$ cat src/rtl/delay_tap_trainer.sv
// Delay-line tap trainer: sweeps every tap, finds the widest passing window and parks the tap at its centre.
// Optional feature: define TRAINER_PASSMAP_EN to add the per-tap pass_map result output.
module delay_tap_trainer #(
    parameter int TAP_W      = 5,
    parameter int SETTLE_CYC = 4,
    parameter int SAMPLES    = 8,
    parameter int EXP_LAT    = 1,
    parameter int MIN_WIN    = 2
) (
    input  logic             clk,
    input  logic             rst,
    input  logic             start,
    input  logic             sampled,
    output logic             pattern,
    output logic [TAP_W-1:0] tap,
    output logic             busy,
    output logic             done,
    output logic             pass,
    output logic [TAP_W-1:0] win_lo,
    output logic [TAP_W-1:0] win_hi,
    output logic [TAP_W-1:0] center
`ifdef TRAINER_PASSMAP_EN
    ,
    output logic [(2**TAP_W)-1:0] pass_map
`endif
);

    localparam int CNT_MAX = (SETTLE_CYC > SAMPLES) ? SETTLE_CYC : SAMPLES;
    localparam int CNT_W   = (CNT_MAX > 1) ? $clog2(CNT_MAX) : 1;

    localparam logic [CNT_W-1:0] SETTLE_LAST = CNT_W'(SETTLE_CYC - 1);
    localparam logic [CNT_W-1:0] SAMPLE_LAST = CNT_W'(SAMPLES - 1);
    localparam logic [TAP_W-1:0] TAP_MAX     = {TAP_W{1'b1}};
    localparam logic [TAP_W-1:0] TAP_ZERO    = {TAP_W{1'b0}};
    localparam logic [TAP_W:0]   LEN_ZERO    = {(TAP_W+1){1'b0}};
    localparam logic [TAP_W:0]   LEN_ONE     = {{TAP_W{1'b0}}, 1'b1};
    localparam logic [TAP_W:0]   MIN_WIN_LEN = (TAP_W+1)'(MIN_WIN);

    typedef enum logic [2:0] {
        S_IDLE   = 3'd0,
        S_SETTLE = 3'd1,
        S_SAMPLE = 3'd2,
        S_EVAL   = 3'd3,
        S_FINISH = 3'd4
    } state_t;

    state_t             state_r;
    state_t             state_s;
    logic [CNT_W-1:0]   cnt_r;
    logic [EXP_LAT-1:0] exp_pipe_r;
    logic               exp_s;
    logic               tap_fail_r;
    logic               tap_pass_s;

    logic               pattern_r;
    logic [TAP_W-1:0]   tap_r;
    logic               busy_r;
    logic               done_r;
    logic               pass_r;
    logic [TAP_W-1:0]   win_lo_r;
    logic [TAP_W-1:0]   win_hi_r;
    logic [TAP_W-1:0]   center_r;

    logic               run_open_r, run_open_s;
    logic [TAP_W-1:0]   run_lo_r, run_lo_s;
    logic [TAP_W:0]     run_len_r, run_len_s;
    logic [TAP_W-1:0]   best_lo_r, best_lo_s;
    logic [TAP_W-1:0]   best_hi_r, best_hi_s;
    logic [TAP_W:0]     best_len_r, best_len_s;
    logic               close_s;
    logic [TAP_W-1:0]   close_lo_s;
    logic [TAP_W-1:0]   close_hi_s;
    logic [TAP_W:0]     close_len_s;
    logic [TAP_W:0]     sum_s;
    logic [TAP_W-1:0]   center_s;
    logic               win_ok_s;

`ifdef TRAINER_PASSMAP_EN
    logic [(2**TAP_W)-1:0] pass_map_r;
    assign pass_map = pass_map_r;
`endif

    assign pattern    = pattern_r;
    assign tap        = tap_r;
    assign busy       = busy_r;
    assign done       = done_r;
    assign pass       = pass_r;
    assign win_lo     = win_lo_r;
    assign win_hi     = win_hi_r;
    assign center     = center_r;
    assign exp_s      = exp_pipe_r[EXP_LAT-1];
    assign tap_pass_s = ~tap_fail_r;

    // State register
    always_ff @(posedge clk) begin
        if (rst) begin
            state_r <= S_IDLE;
        end else begin
            state_r <= state_s;
        end
    end

    // Next-state logic
    always_comb begin
        state_s = state_r;
        case (state_r)
            S_IDLE: begin
                if (start) state_s = S_SETTLE;
                else       state_s = S_IDLE;
            end
            S_SETTLE: begin
                if (cnt_r == SETTLE_LAST) state_s = S_SAMPLE;
                else                      state_s = S_SETTLE;
            end
            S_SAMPLE: begin
                if (cnt_r == SAMPLE_LAST) state_s = S_EVAL;
                else                      state_s = S_SAMPLE;
            end
            S_EVAL: begin
                if (tap_r == TAP_MAX) state_s = S_FINISH;
                else                  state_s = S_SETTLE;
            end
            S_FINISH: state_s = S_IDLE;
            default:  state_s = S_IDLE;
        endcase
    end

    // Run/best window tracking evaluated in the EVAL cycle; the last tap also closes an open run at N-1
    always_comb begin
        run_open_s  = run_open_r;
        run_lo_s    = run_lo_r;
        run_len_s   = run_len_r;
        best_lo_s   = best_lo_r;
        best_hi_s   = best_hi_r;
        best_len_s  = best_len_r;
        close_s     = 1'b0;
        close_lo_s  = run_lo_r;
        close_hi_s  = tap_r;
        close_len_s = run_len_r;
        if (state_r == S_EVAL) begin
            if (tap_pass_s) begin
                if (run_open_r) begin
                    run_len_s = run_len_r + LEN_ONE;
                end else begin
                    run_lo_s  = tap_r;
                    run_len_s = LEN_ONE;
                end
                run_open_s = 1'b1;
                if (tap_r == TAP_MAX) begin
                    close_s     = 1'b1;
                    close_lo_s  = run_lo_s;
                    close_hi_s  = tap_r;
                    close_len_s = run_len_s;
                    run_open_s  = 1'b0;
                end else begin
                    close_s = 1'b0;
                end
            end else begin
                run_open_s = 1'b0;
                if (run_open_r) begin
                    close_s     = 1'b1;
                    close_lo_s  = run_lo_r;
                    close_hi_s  = tap_r - {{(TAP_W-1){1'b0}}, 1'b1};
                    close_len_s = run_len_r;
                end else begin
                    close_s = 1'b0;
                end
            end
        end else begin
            close_s = 1'b0;
        end
        // Strictly longer replaces, so on a tie the earlier (lower) window survives
        if (close_s && (close_len_s > best_len_r)) begin
            best_lo_s  = close_lo_s;
            best_hi_s  = close_hi_s;
            best_len_s = close_len_s;
        end else begin
            best_len_s = best_len_r;
        end
    end

    assign sum_s    = {1'b0, best_lo_s} + {1'b0, best_hi_s};
    assign center_s = TAP_W'(sum_s >> 1);
    assign win_ok_s = (best_len_s >= MIN_WIN_LEN);

    // Expected-data pipeline: pattern delayed by the launch-to-capture latency
    always_ff @(posedge clk) begin
        if (rst) begin
            exp_pipe_r <= {EXP_LAT{1'b0}};
        end else begin
            exp_pipe_r[0] <= pattern_r;
            for (int i = 1; i < EXP_LAT; i++) begin
                exp_pipe_r[i] <= exp_pipe_r[i-1];
            end
        end
    end

    // Sequencer datapath: counters, compare flag, trackers and registered outputs
    always_ff @(posedge clk) begin
        if (rst) begin
            cnt_r      <= {CNT_W{1'b0}};
            tap_fail_r <= 1'b0;
            pattern_r  <= 1'b0;
            tap_r      <= TAP_ZERO;
            busy_r     <= 1'b0;
            done_r     <= 1'b0;
            pass_r     <= 1'b0;
            win_lo_r   <= TAP_ZERO;
            win_hi_r   <= TAP_ZERO;
            center_r   <= TAP_ZERO;
            run_open_r <= 1'b0;
            run_lo_r   <= TAP_ZERO;
            run_len_r  <= LEN_ZERO;
            best_lo_r  <= TAP_ZERO;
            best_hi_r  <= TAP_ZERO;
            best_len_r <= LEN_ZERO;
`ifdef TRAINER_PASSMAP_EN
            pass_map_r <= {(2**TAP_W){1'b0}};
`endif
        end else begin
            done_r <= 1'b0;
            if (state_s != state_r) begin
                cnt_r <= {CNT_W{1'b0}};
            end else begin
                cnt_r <= cnt_r + {{(CNT_W-1){1'b0}}, 1'b1};
            end
            case (state_r)
                S_IDLE: begin
                    if (start) begin
                        busy_r     <= 1'b1;
                        tap_r      <= TAP_ZERO;
                        pass_r     <= 1'b0;
                        win_lo_r   <= TAP_ZERO;
                        win_hi_r   <= TAP_ZERO;
                        center_r   <= TAP_ZERO;
                        run_open_r <= 1'b0;
                        run_lo_r   <= TAP_ZERO;
                        run_len_r  <= LEN_ZERO;
                        best_lo_r  <= TAP_ZERO;
                        best_hi_r  <= TAP_ZERO;
                        best_len_r <= LEN_ZERO;
`ifdef TRAINER_PASSMAP_EN
                        pass_map_r <= {(2**TAP_W){1'b0}};
`endif
                    end else begin
                        busy_r <= 1'b0;
                    end
                end
                S_SETTLE: begin
                    pattern_r  <= ~pattern_r;
                    tap_fail_r <= 1'b0;
                end
                S_SAMPLE: begin
                    pattern_r <= ~pattern_r;
                    if (sampled !== exp_s) begin
                        tap_fail_r <= 1'b1;
                    end else begin
                        tap_fail_r <= tap_fail_r;
                    end
                end
                S_EVAL: begin
                    pattern_r  <= ~pattern_r;
                    run_open_r <= run_open_s;
                    run_lo_r   <= run_lo_s;
                    run_len_r  <= run_len_s;
                    best_lo_r  <= best_lo_s;
                    best_hi_r  <= best_hi_s;
                    best_len_r <= best_len_s;
`ifdef TRAINER_PASSMAP_EN
                    pass_map_r[tap_r] <= tap_pass_s;
`endif
                    if (tap_r != TAP_MAX) begin
                        tap_r <= tap_r + {{(TAP_W-1){1'b0}}, 1'b1};
                    end else begin
                        busy_r <= 1'b0;
                        done_r <= 1'b1;
                        if (win_ok_s) begin
                            pass_r   <= 1'b1;
                            win_lo_r <= best_lo_s;
                            win_hi_r <= best_hi_s;
                            center_r <= center_s;
                            tap_r    <= center_s;
                        end else begin
                            pass_r   <= 1'b0;
                            win_lo_r <= TAP_ZERO;
                            win_hi_r <= TAP_ZERO;
                            center_r <= TAP_ZERO;
                            tap_r    <= TAP_ZERO;
                        end
                    end
                end
                S_FINISH: begin
                    busy_r <= 1'b0;
                end
                default: begin
                    busy_r <= 1'b0;
                end
            endcase
        end
    end

endmodule

$ cat config.mk
export PLATFORM = sky130hd
export DESIGN_NAME = delay_tap_trainer
export DESIGN_NICKNAME = d
export VERILOG_FILES = /design/src/rtl/delay_tap_trainer.sv
export SDC_FILE = /design/constraint.sdc
export NUM_CORES = 1
export LEC_CHECK = 0
export ABC_AREA = 0
export CELL_PAD_IN_SITES_DETAIL_PLACEMENT = 0
export CELL_PAD_IN_SITES_GLOBAL_PLACEMENT = 2
export CORE_ASPECT_RATIO = 0.7
export CORE_MARGIN = 5
export CORE_UTILIZATION = 32
export CTS_CLUSTER_DIAMETER = 100
export DETAILED_ROUTE_END_ITERATION = 16
export GPL_ROUTABILITY_DRIVEN = 0
export PLACE_DENSITY_LB_ADDON = 0.1
export REMOVE_ABC_BUFFERS = 1
export SYNTH_ARGS = -nofsm -noshare
export SYNTH_HDL_FRONTEND = slang
export SYNTH_SLANG_ARGS = --single-unit
$ cat constraint.sdc
create_clock -name clk -period 4.9 [get_ports clk]
set_clock_uncertainty 0.1 [all_clocks]
set_input_delay 0.49 -clock clk [delete_from_list [all_inputs] [get_ports clk]]
set_output_delay 0.49 -clock clk [all_outputs]
set_load 0.01 [all_outputs]
==> impl_metrics.py <==
metrics = {
    "outcome": {
        "status": "finished clean",
    },
    "routing": {
        "wl_per_cell_um": 16.82,
        "wl_um": 9403,
        "drc": 0,
        "num_vias": 2930,
        "dr.pass1.iters": 4,
        "via_per_inst": 5.242,
        "drt-initial-drc-count": 178,
        "antenna_left": 0,
    },
    "clock_tree": {
        "root_buffer": "clkbuf_16",
        "insertion_delay_ns": 0.33,
        "clock-sinks": 60,
        "cts_buffers": 9,
        "clk_pin_slew_worst_paths_ns": 0.05,
        "ctsHoldBuffers": 0,
        "cts_buffer_depth": 2,
        "cts_tree": "built",
        "cts_max_level": 3,
    },
    "floorplanning": {
        "die_h_um": 94.86,
        "rows": 31,
        "coreArea_mm2": 0.01020,
        "die_w_um": 131.2,
        "dieArea_mm2": 0.01245,
        "initial_core_util_pct": 32.27,
        "io_pins": 28,
    },
    "timing": {
        "hold_viol_final": 0,
        "setup_viol": 0,
        "fin_crit_sh_pct": 94.23,
        "worst_slack_ns": 0.2826,
        "worst_slew_pin_slew_ns": 1.206,
        "finalCriticalPeriod_ns": 4.617,
        "setup_tns_ns": 0,
        "drv_slew": 0,
        "slew_headroom_pct": 19.32,
        "fmax_mhz": 216.6,
    },
    "grt": {
        "gr-total-overflow": 0,
        "grtUsageTotal_pct": 15.39,
        "first_global_vias": 2692,
        "grt_max_degree": 35,
        "grt_pass1_wl_um": 15100,
        "grt_antenna_before_repair": 0,
    },
    "power_and_ir_drop": {
        "p_leak_nw": 1.516,
        "ir_drop_mv": 0.1529,
        "powerDensity_mw_per_mm2": 302.5,
    },
    "hold_path": {
        "holdPathStages": 1,
        "hold_start": "cnt_r[0]$_SDFF_PP0_",
        "min_to": "cnt_r[0]$_SDFF_PP0_",
        "hold_path.class": "reg -> reg",
    },
    "finish": {
        "num_antenna_cells": 0,
        "n_fill_cell": 1051,
        "areaGrowthSynthToFinish_pct": 25.16,
        "nets": 444,
        "fin_cells": 559,
        "drive_above_1_share_pct": 14.75,
    },
    "placed_design": {
        "preCtsSetupSlack_ns": 0.07562,
        "hpwl_um": 6710,
        "port_buffers": 27,
        "dp_cells": 539,
    },
    "worst_setup_path": {
        "crit_type": "reg -> reg",
        "endpoint_kind": "register",
        "cp.required_ns": 5.06,
        "reg2reg_from": "tap[0]$_SDFFE_PP0P_",
        "reg2reg_setup_slack_ns": 0.28,
        "r2r_cells": 20,
        "cp-start-kind": "register",
        "r2r-end": "tap[3]$_SDFFE_PP0P_",
        "critPathArrivalTime_ns": 4.78,
        "crit_fanout": 9,
    },
    "synthesis": {
        "ys_ff_latch": 60,
        "synth_cells": 388,
        "synth_ff_type": "dfxtp_1",
        "synth_edf_count": 0,
        "yosys_warnings": 0,
        "synth_top_cell_by_area": "dfxtp_1",
        "yosysSeqAreaShare_pct": 36.49,
        "async_flop_share_pct": 0,
        "synth_top_area_share_pct": 36.49,
        "synthTopCellsByArea": "dfxtp_1 (36%), nor2_1 (7.5%), ha_1 (6.5%), a22oi_1 (5.9%), a21oi_1 (4.3%)",
        "synth_cell_types": 56,
        "syn_avg_cell_area_um2": 8.484,
        "syn_area_mm2": 0.003292,
    },
    "run": {
        "maxCapViolations": 0,
    },
}
## synthesized netlist by cell type (2+ instances only)
master     n
buf_4      3
o21ai_0   18
ha_1      17
clkbuf_1  15
buf_6      2
mux2_2     2
nor4_1     2
nor2_1    66
a21oi_1   28
o211ai_1   3
nand2b_1   3
nor3b_1    3
a22oi_1   26
a31oi_4    2
a21o_1     5
and2_1     2
o31ai_1    8
nor2b_1    2
nand3_1   12
buf_2      6
nand3_2    3
xor2_1     3
a32oi_1   10
xnor2_1    5
mux2i_1    7
nor3_1     7
nand2_1   21
dfxtp_1   60
nand3b_1   4
inv_1     13
and3_1     2
a21oi_2    4
## worst max-delay path: stages (launching register included)
cell and delay [ns]:
dfxtp_1 0.33, ha_1 0.20, and3_1 0.17, ha_1 0.23
and4b_4 0.35, nand2_8 0.09, a21o_1 0.19, nand2_1 0.09
o31ai_2 0.09, ha_1 0.32, nand3_1 0.09, a21o_1 0.19
a2111oi_4 0.33, buf_4 0.19, mux2_4 0.35, fa_1 0.45
a21o_1 0.21, a21oi_1 0.18, xnor2_1 0.15, nand3_2 0.11
a21oi_1 0.14
## worst max-delay path by stage
stage	from	slack [ns]	cells after the start	endpoint
after floorplan	tap[0]$_SDFFE_PP0P_	-0.80	19	center[3]$_SDFFE_PP0P_
after global placement	tap[0]$_SDFFE_PP0P_	0.27	18	center[3]$_SDFFE_PP0P_
after detailed placement	tap[0]$_SDFFE_PP0P_	0.08	22	tap[4]$_SDFFE_PP0P_
after CTS	tap[0]$_SDFFE_PP0P_	0.09	20	tap[4]$_SDFFE_PP0P_
after global routing	tap[1]$_SDFFE_PP0P_	-0.02	23	tap[4]$_SDFFE_PP0P_
final	tap[0]$_SDFFE_PP0P_	0.28	20	tap[3]$_SDFFE_PP0P_
## cell type report
| cell class | instances | area [um2] | share of cell area [%] |
|---|---|---|---|
| multi-input cells | 288 | 1932 | 46.89 |
| flip-flops and latches | 60 | 1201 | 29.15 |
| repair buffers | 49 | 431.7 | 10.48 |
| clock buffers | 12 | 266.5 | 6.468 |
| well taps | 132 | 165.2 | 4.008 |
| clock inverters | 4 | 70.07 | 1.701 |
| inverters | 14 | 53.80 | 1.306 |
## per-stage QoR
stage / instance area [um2] / hold WS [ns] / utilization (%) / total power, mW
detailed placement: 3726 / 0.3107 / 36.53 / 0.5489
global placement: 3726 / 0.3133 / 36.53 / 0.5497
CTS: 4064 / 0.3194 / 39.84 / 1.269
global route: 4120 / 0.3562 / 40.39 / 1.296
finish: 4120 / 0.3188 / 40.39 / 1.246
floorplan: 3161 / 0.2992 / - / 0.5249
## placed cells by master, fill, tap and decap left out, types with 2 or more instances in the layout
| master | Yosys | layout |
|---|---|---|
| a21o_1 | 5 | 5 |
| a21oi_1 | 28 | 26 |
| a21oi_2 | 4 | 6 |
| a22oi_1 | 26 | 26 |
| a31oi_4 | 2 | 2 |
| a32oi_1 | 10 | 10 |
| and2_1 | 2 | 2 |
| and3_1 | 2 | 2 |
| buf_2 | 6 | 2 |
| buf_4 | 3 | 20 |
| bufinv_16 | 0 | 2 |
| clkbuf_16 | 0 | 9 |
| clkbuf_8 | 0 | 3 |
| clkdlybuf4s50_1 | 0 | 26 |
| clkinv_2 | 1 | 3 |
| dfxtp_1 | 60 | 60 |
| ha_1 | 17 | 17 |
| inv_1 | 13 | 13 |
| mux2i_1 | 7 | 7 |
| nand2_1 | 21 | 21 |
| nand2b_1 | 3 | 3 |
| nand3_1 | 12 | 12 |
| nand3_2 | 3 | 3 |
| nand3b_1 | 4 | 4 |
| nor2_1 | 66 | 66 |
| nor2b_1 | 2 | 2 |
| nor3_1 | 7 | 7 |
| nor3b_1 | 3 | 3 |
| nor4_1 | 2 | 2 |
| o211ai_1 | 3 | 3 |
| o21ai_0 | 18 | 18 |
| o31ai_1 | 8 | 6 |
| o31ai_2 | 0 | 2 |
| xnor2_1 | 5 | 5 |
| xor2_1 | 3 | 3 |
## flip-flops by register name (all words and copies together) (netlist names), 3 cells and up
signal and flops:
center 5, best_hi_r 5, run_lo_r 5, run_len_r 6, best_len_r 6, win_lo 5, best_lo_r 5, state_r 3
tap 5, win_hi 5, cnt_r 3
## repair_timing
item                                    4_1_cts  5_1_grt
gates resized for setup                       1        8
setup buffers                                 0        3
endpoints found under the setup margin        1        6
pin swaps                                     0        2
gates cloned                                  0        1
## routing by layer
layer  vias to the layer above  part of all wire, %  GRT usage, %
li1                       1478                    -             -
met1                      1377                   54         23.23
met2                        66                   40         20.82
met3                         9                  4.8         3.887
met4                         0                 0.99         5.190
met5                         -                    0             0
## cells by family after synthesis
logic type / Yosys count / synth area share [%]
buffers and inverters: 40 / 5.625
adder cells (fa/ha/maj): 18 / 7.069
AO/OA/AOI/OAI: 114 / 24.67
XOR/XNOR: 8 / 2.129
multiplexers: 9 / 2.813
AND/OR/NAND/NOR: 139 / 21.21
flip-flops: 60 / 36.49
## report_power, final
part	switching (mW)	internal (mW)	total, mW
Clock	0.223	0.484	0.708
Combinational	0.0304	0.0137	0.0441
Sequential	0.00225	0.492	0.495
Total	0.256	0.991	1.25
Power figures use the tool's default switching activity.
==> edit: new RTL, same flow settings <==
Re-encode `state_t` (5 states) as one-hot, 5 bits wide.
--- a/src/rtl/delay_tap_trainer.sv
+++ b/src/rtl/delay_tap_trainer.sv
@@ -36,12 +36,12 @@
     localparam logic [TAP_W:0]   LEN_ONE     = {{TAP_W{1'b0}}, 1'b1};
     localparam logic [TAP_W:0]   MIN_WIN_LEN = (TAP_W+1)'(MIN_WIN);
 
-    typedef enum logic [2:0] {
-        S_IDLE   = 3'd0,
-        S_SETTLE = 3'd1,
-        S_SAMPLE = 3'd2,
-        S_EVAL   = 3'd3,
-        S_FINISH = 3'd4
+    typedef enum logic [4:0] {
+        S_IDLE   = 5'b00001,
+        S_SETTLE = 5'b00010,
+        S_SAMPLE = 5'b00100,
+        S_EVAL   = 5'b01000,
+        S_FINISH = 5'b10000
     } state_t;
 
     state_t             state_r;
Behaviour: same outputs for any inputs over 10 cycles, from zero or initial values and one cycle with rst high; not proved beyond that.
==> edit against the unedited design <==
Power is 5.2% lower; worst setup slack worse by 110 ps; area after synthesis decreased by 0.23%; design area up 3.7%; highest routed layer unchanged; sequential cell count is 2 higher; largest power group unchanged; largest cell class unchanged; global-route usage up 1.0 points; wire length rose by 5.5%; clock power fell by 13%.
==> edit: results (changes against the unedited design) <==
<table>
<tr><th>Metric</th><th>Value</th></tr>
<tr><th colspan="2">Global route</th></tr>
<tr><td>Wire length of the first global-routing pass</td><td>15,600 µm (was 15,100 µm)</td></tr>
<tr><td>Overall fraction of global-route tracks in use</td><td>0.164 (was 0.154)</td></tr>
<tr><td>Pin count of the biggest net entering global routing</td><td>60 (was 35)</td></tr>
<tr><th colspan="2">Synthesis</th></tr>
<tr><td>Cell types occupying the most area after synthesis</td><td>sky130_fd_sc_hd__dfxtp_1, sky130_fd_sc_hd__nor2_1, sky130_fd_sc_hd__a22oi_1 (was sky130_fd_sc_hd__dfxtp_1, sky130_fd_sc_hd__nor2_1, sky130_fd_sc_hd__ha_1)</td></tr>
<tr><td>Register bit total from synthesis</td><td>62 (was 60)</td></tr>
<tr><td>Post-Synth Adder-Cell Area</td><td>0.0709 (was 0.0707)</td></tr>
<tr><td>Area fraction in compound gates after synthesis</td><td>0.221 (was 0.247)</td></tr>
<tr><td>Post-Synth XOR/XNOR Area</td><td>0.0240 (was 0.0213)</td></tr>
<tr><th colspan="2">Cells and area</th></tr>
<tr><td>Multi-input gate area in the final layout</td><td>2000 µm² (was 1930 µm²)</td></tr>
<tr><td>Proportion of cell area occupied by registers</td><td>0.290 (was 0.292)</td></tr>
<tr><td>Fraction of layout cells with a size suffix above 1</td><td>0.155 (was 0.148)</td></tr>
<tr><td># nets final</td><td>475 (was 444)</td></tr>
<tr><td>Clock buf/inv share</td><td>0.0673 (was 0.0817)</td></tr>
<tr><td>Multi-input comb cells</td><td>311 (was 288)</td></tr>
<tr><th colspan="2">Placed design</th></tr>
<tr><td>Post-place instance area</td><td>3790 µm² (was 3730 µm²)</td></tr>
<tr><td># placed instances</td><td>567 (was 539)</td></tr>
<tr><th colspan="2">Drt</th></tr>
<tr><td>Routed via count</td><td>3,045 (was 2,930)</td></tr>
<tr><td>Number of optimization iterations in the first detailed-route pass</td><td>5 (was 4)</td></tr>
<tr><th colspan="2">Timing</th></tr>
<tr><td>Minimum setup slack in the final design</td><td>177 ps (was 283 ps)</td></tr>
<tr><td>Normalized max-slew margin</td><td>0.446 (was 0.193)</td></tr>
<tr><th colspan="2">Outcome</th></tr>
<tr><td>Status</td><td>completed (unchanged)</td></tr>
<tr><th colspan="2">Critical path</th></tr>
<tr><td>Critical path peak fanout</td><td>7 (was 9)</td></tr>
<tr><th colspan="2">Power and ir drop</th></tr>
<tr><td>Power in the clock group</td><td>0.000613 W (was 0.000708 W)</td></tr>
<tr><td>Clock network fraction of design power</td><td>0.519 (was 0.568)</td></tr>
<tr><td>Reported sequential group power</td><td>0.000511 W (was 0.000495 W)</td></tr>
</table>
-- edit: cell count changes after synthesis, moves of 4 or more --
cell / delta
sky130_fd_sc_hd__nand2_1: +22
sky130_fd_sc_hd__a21oi_1: +9
sky130_fd_sc_hd__a32oi_1: -9
sky130_fd_sc_hd__or3_1: +8
sky130_fd_sc_hd__o31ai_1: -7
sky130_fd_sc_hd__clkbuf_1: +6
sky130_fd_sc_hd__nand2b_1: +6
sky130_fd_sc_hd__a22oi_1: +5
sky130_fd_sc_hd__a21oi_2: -4
sky130_fd_sc_hd__and3_1: +4
sky130_fd_sc_hd__nand3_1: -4
sky130_fd_sc_hd__nand3b_1: -4
-- edit: metal layers --
metal | track usage | vias to the layer above | wire, µm
met4 | 0.0462 | 0 | 77
met3 | 0.0447 | 5 | 549
met5 | 0 | - | 0
met2 | 0.228 | 64 | 4010
met1 | 0.245 | 1433 | 5280
li1 | - | 1543 | -
